**config.mk**
```make
export PLATFORM = sky130hd
export DESIGN_NAME = arb_sequencer
export DESIGN_NICKNAME = d
export VERILOG_FILES = /design/src/rtl/chess_pkg.sv /design/src/rtl/arb_sequencer.sv
export SDC_FILE = /design/constraint.sdc
export NUM_CORES = 1
export LEC_CHECK = 0
export CORE_ASPECT_RATIO = 1.1
export CORE_UTILIZATION = 40
export CTS_CLUSTER_DIAMETER = 200
export CTS_CLUSTER_SIZE = 14
export DETAILED_ROUTE_END_ITERATION = 6
export GPL_TIMING_DRIVEN = 0
export PLACE_DENSITY = 0.71
export SLEW_MARGIN = 10
export SYNTH_ARGS = -nofsm -noshare
export SYNTH_HDL_FRONTEND = slang
export SYNTH_SLANG_ARGS = --single-unit
```
**constraint.sdc**
```tcl
create_clock -name clk -period 2.9 [get_ports clk]
set_clock_uncertainty 0.1 [all_clocks]
set_input_delay 0.58 -clock clk [delete_from_list [all_inputs] [get_ports clk]]
set_output_delay 0.58 -clock clk [all_outputs]
set_load 0.01 [all_outputs]
```
**src/rtl/chess_pkg.sv**
```systemverilog
// Shared chess-engine types used by the move-search datapath.
//   square_t        : 6-bit square number, {rank, file}
//   NUM_SQUARES     : board size
//   arb_seq_state_t : state encoding for arb_sequencer
package chess_pkg;

    localparam int NUM_SQUARES = 64;

    typedef logic [5:0] square_t;

    typedef enum logic [1:0] {
        IDLE   = 2'd0,
        SETTLE = 2'd1,
        OFFER  = 2'd2,
        DONE   = 2'd3
    } arb_seq_state_t;

endpackage

```
**src/rtl/arb_sequencer.sv**
```systemverilog
// arb_sequencer: walks the external square arbiter through every square with
// nonzero priority, highest priority first, by emitting the current winner on a
// valid/ready stream and then masking it out so the arbiter moves on.
//
// Ports:
//   clk, rst       clock, synchronous active-high reset
//   start          begin a new enumeration (honoured only when idle)
//   abort          drop back to idle from any state
//   arb_sq         current arbiter winner {rank, file}
//   arb_none       arbiter sees no nonzero priority
//   mask           per-square "already emitted" bits, fed back to the arbiter
//   out_valid      out_sq/out_idx are being offered
//   out_ready      downstream accepts
//   out_sq         emitted square
//   out_idx        ordinal of out_sq within this enumeration
//   busy           high whenever not idle
//   done           one-cycle pulse at end of enumeration
//   limit          (ARB_SEQ_LIMIT_EN only) maximum emissions, 0 = unlimited
//
// Build option: define ARB_SEQ_LIMIT_EN to add the limit input.
//
// state  | meaning
// IDLE   | waiting for start; mask holds its last value
// SETTLE | counting down while the arbiter settles on the new mask
// OFFER  | out_sq offered until out_ready
// DONE   | one-cycle done pulse, then IDLE
module arb_sequencer
    import chess_pkg::*;
#(
    parameter int unsigned SETTLE_CYCLES = 2
) (
    input  logic                   clk,
    input  logic                   rst,
    input  logic                   start,
    input  logic                   abort,
    input  square_t                arb_sq,
    input  logic                   arb_none,
    output logic [NUM_SQUARES-1:0] mask,
    output logic                   out_valid,
    input  logic                   out_ready,
    output square_t                out_sq,
    output logic [6:0]             out_idx,
    output logic                   busy,
    output logic                   done
`ifdef ARB_SEQ_LIMIT_EN
    ,
    input  logic [6:0]             limit
`endif
);

    localparam logic [3:0] SETTLE_LOAD = 4'(SETTLE_CYCLES - 1);

    arb_seq_state_t         state_q, state_d;
    logic [NUM_SQUARES-1:0] mask_q, mask_d;
    logic                   out_valid_q, out_valid_d;
    square_t                out_sq_q, out_sq_d;
    logic [6:0]             out_idx_q, out_idx_d;
    logic                   busy_q, busy_d;
    logic                   done_q, done_d;
    logic [3:0]             cnt_q, cnt_d;
    logic                   limit_hit;

`ifdef ARB_SEQ_LIMIT_EN
    logic [6:0] limit_q, limit_d;

    assign limit_hit = (limit_q != 7'd0) && (out_idx_q == limit_q);
`else
    assign limit_hit = 1'b0;
`endif

    always_comb begin
        state_d     = state_q;
        mask_d      = mask_q;
        out_valid_d = out_valid_q;
        out_sq_d    = out_sq_q;
        out_idx_d   = out_idx_q;
        cnt_d       = cnt_q;
        done_d      = 1'b0;
`ifdef ARB_SEQ_LIMIT_EN
        limit_d     = limit_q;
`endif

        if (abort) begin
            // Also covers abort+start in IDLE: start is simply not looked at.
            state_d     = IDLE;
            out_valid_d = 1'b0;
        end else begin
            unique case (state_q)
                IDLE: begin
                    if (start) begin
                        mask_d    = '0;
                        out_idx_d = 7'd0;
                        cnt_d     = SETTLE_LOAD;
                        state_d   = SETTLE;
`ifdef ARB_SEQ_LIMIT_EN
                        limit_d   = limit;
`endif
                    end
                end
                SETTLE: begin
                    if (cnt_q != 4'd0) begin
                        cnt_d = cnt_q - 4'd1;
                    end else if (limit_hit || arb_none) begin
                        done_d  = 1'b1;
                        state_d = DONE;
                    end else begin
                        // A winner whose mask bit is already set is emitted
                        // anyway; re-setting the bit is harmless.
                        out_sq_d       = arb_sq;
                        mask_d[arb_sq] = 1'b1;
                        out_valid_d    = 1'b1;
                        state_d        = OFFER;
                    end
                end
                OFFER: begin
                    if (out_ready) begin
                        out_valid_d = 1'b0;
                        out_idx_d   = out_idx_q + 7'd1;
                        cnt_d       = SETTLE_LOAD;
                        state_d     = SETTLE;
                    end
                end
                DONE: begin
                    state_d = IDLE;
                end
                default: begin
                    state_d     = IDLE;
                    out_valid_d = 1'b0;
                end
            endcase
        end

        busy_d = (state_d != IDLE);
    end

    always_ff @(posedge clk) begin
        if (rst) begin
            state_q     <= IDLE;
            mask_q      <= '0;
            out_valid_q <= 1'b0;
            out_sq_q    <= '0;
            out_idx_q   <= 7'd0;
            busy_q      <= 1'b0;
            done_q      <= 1'b0;
            cnt_q       <= 4'd0;
`ifdef ARB_SEQ_LIMIT_EN
            limit_q     <= 7'd0;
`endif
        end else begin
            state_q     <= state_d;
            mask_q      <= mask_d;
            out_valid_q <= out_valid_d;
            out_sq_q    <= out_sq_d;
            out_idx_q   <= out_idx_d;
            busy_q      <= busy_d;
            done_q      <= done_d;
            cnt_q       <= cnt_d;
`ifdef ARB_SEQ_LIMIT_EN
            limit_q     <= limit_d;
`endif
        end
    end

    assign mask      = mask_q;
    assign out_valid = out_valid_q;
    assign out_sq    = out_sq_q;
    assign out_idx   = out_idx_q;
    assign busy      = busy_q;
    assign done      = done_q;

endmodule

```
==> flow_summary.toml <==
[min_path]
min_from = "out_sq[4]"
hp-class = "flip-flop to flip-flop"

[timing]
rsz0062_at_grt = "false"
finalCritPeriodShare = 0.944
hold_ws_ps = 360
finalHoldViolCount = 0
setup_viol_count_final = 0
worstMarginPinSlew_ps = 838
fmax_mhz = 365
finalMaxSlewViolations = 0
slew_headroom = 0.437
fin_crit_ps = 2740

[worst_setup_path]
cp-end-kind = "flip-flop"
cp_cell_sequence = "clkdlybuf4s50_1, or4b_4, a2111o_1, nor2_1, a22o_1"
crit_type = "input port to flip-flop"
critPathSlowestCell = "nor2_1"
critPathLaunch = "arb_none"
cp.arrival_ps = 2930
max_stage_delay_ps = 630
reg2reg_from = "cnt_q[0]"
critPathRequiredTime_ps = 3090
cp_max_fo = 7
start_kind = "input port"

[clocking]
clk_pin_slew_worst_paths_ps = 90
cts_tree = "yes"
clock_tree.buffer_depth = 2
postCtsSetupBuffers = 0
cts.htree.levels = 3
hold_buffers = 0
cts_resized = 0
numCtsBuffers = 9
clock_latency_ps = 350
cts_root_buf = "clkbuf_8"
clock-sinks = 86

[synthesis]
synth_seq_cells = 86
synth_edf_count = 0
synth_top_family_by_area = "compound AO/OA/AOI/OAI gates"
synth-simple-area-share = 0.173
synth_xor_area_frac = 0.00849
yosysTopAreaCellShare = 0.556
synthMuxAreaShare = 0.00687
synthCells = 299
ys.flop_type = "dfxtp_1"
syn_area_per_cell_sq_um = 10.4
ys_types = 38
yosysWarnings = 0
ys_seq_area_frac = 0.556
async_flop_share = 0
synth_adder_area_share = 0.0121
synth_compound_area_frac = 0.221
yosysTopAreaCell = "dfxtp_1"
yosysMostFrequentCell = "dfxtp_1"
syn_area_sq_mm = 0.00310
synth_nets = 314
netlist_top_cells_count = "86 x dfxtp_1, 52 x a22o_1, 30 x nand2_1"
synthTopCellsByArea = "dfxtp_1 56%, a22o_1 15%, nand2_1 3.6%"

[global_routing]
overflow = 0
use_met1 = 0.259
grt_first_pass_wirelength_um = 12300
grt_util_met2 = 0.321
grt_max_degree = 17
grt_use_total = 0.201
grt_pass1_vias = 2394
globalRouteMet3Util = 0.0466
gr-max-usage-layer = "met2"
antenna_found_initial = 0

[route]
route.detailed.drc = 0
ant_nets = 0
viasPerCell = 5.20
first_pass_iters = 5
wl_per_cell_um = 15.4
vias = 2634
wl_um = 7830
drt_iter0_markers = 115

[floorplanning]
start_util = 0.414
core_sq_mm = 0.00747
rows = 33
die-area_sq_mm = 0.00810
die_y_um = 94.3
ios = 92
die_w_um = 85.9

[layout]
drive_above_1_share = 0.0896
nets = 412
multi_input_area_sq_mm = 0.00132
fillers = 671
postLayoutCellArea_sq_mm = 0.00431
syn2layout_area_growth_pct = 39.4
ff_latch_area_sq_mm = 0.00172
diodes = 0

[flow_run]
cap_violations = 0

[place]
numPortBuffers = 87
place_hpwl_um = 5590
place_congestion = 0.829
placed_cell_area_sq_mm = 0.00410

[power_and_ir_drop]
powerDensity_mw_per_mm2 = 515
leakagePower_uw = 0.00152
max-vdd-ir-drop_v = 0.000323

[status]
outcome = "completed"
-- cells in the final DEF (no fill, tap or decap), types with 2 or more instances in the layout --
| cell type | n |
|---|---|
| a2111o_1 | 2 |
| a21boi_0 | 2 |
| a21oi_1 | 13 |
| a22o_1 | 52 |
| and2_1 | 2 |
| clkbuf_1 | 12 |
| clkbuf_8 | 9 |
| clkdlybuf4s50_1 | 87 |
| dfxtp_1 | 86 |
| ha_1 | 3 |
| inv_1 | 5 |
| inv_6 | 3 |
| nand2_1 | 30 |
| nand2b_1 | 8 |
| nand3_1 | 12 |
| nor2_1 | 16 |
| nor3_1 | 2 |
| nor3b_1 | 2 |
| nor4_1 | 2 |
| nor4_2 | 2 |
| nor4b_2 | 4 |
| o21ai_0 | 12 |
| o21ai_2 | 4 |
| or2_2 | 4 |
| or3_1 | 5 |
| xor2_1 | 3 |
-- logic make-up (layout without fill, tap and decap cells) --
kind of cell / Yosys count / after routing
flops: 86 / 86
simple gates: 98 / 98
xor+xnor: 3 / 3
mux: 2 / 2
buf+inv: 18 / 121
compound gates: 89 / 89
fa+ha+maj: 3 / 3
-- worst max-delay path: cells and delay by family --
kind            cells  cell delay (ps)
compound gates      2              700
buf+inv             1              480
simple gates        2             1160
-- where the power goes --
group	internal, uW	total (uW)	switching, uW
Clock	412	869	457
Combinational	54.3	152	97.8
Sequential	1190	1200	9.26
-- metrics by stage --
step	setup WS, ps	instances	util	TNS (ps)	power [uW]
2_1_floorplan	660	299	-	0	1320
3_3_place_gp	-113	491	0.548	-1430	1370
3_5_place_dp	-155	491	0.548	-2230	1380
4_1_cts	165	507	0.576	0	2230
5_1_grt	65.0	507	0.577	0	2300
6_report	164	507	0.577	0	2220
-- final timing paths --
| path | slack [ps] | endpoint | depth (start not counted) |
|---|---|---|---|
| worst min register to register | 360 | out_sq[4] | 2 |
| worst min-delay path | 360 | out_sq[4] | 2 |
| worst max register to register | 290 | mask[63] | 6 |
| worst max-delay path | 160 | mask[63] | 5 |
-- layout make-up --
cell class / instances / share of cell area
Timing Repair Buffer: 87 / 0.202
Buffer: 13 / 0.0116
Clock buffer: 9 / 0.0287
Tap cell: 105 / 0.0305
Multi-Input combinational cell: 195 / 0.305
Inverter: 5 / 0.00435
Sequential cell: 86 / 0.399
Clock inverter: 7 / 0.0186
-- registers in the layout, summed over array words and instances (netlist names) --
signal     count
out_sq         6
out_idx        7
out_valid      1
busy           1
mask          64
state_q        2
cnt_q          4
done           1
-- metal layers --
| layer | share of wire | wire (um) |
|---|---|---|
| met3 | 0.053 | 418 |
| met4 | 0.012 | 93 |
| met1 | 0.46 | 3570 |
| met2 | 0.48 | 3740 |
| met5 | 0 | 0 |
No activity file was read; power rests on OpenSTA's default activity.
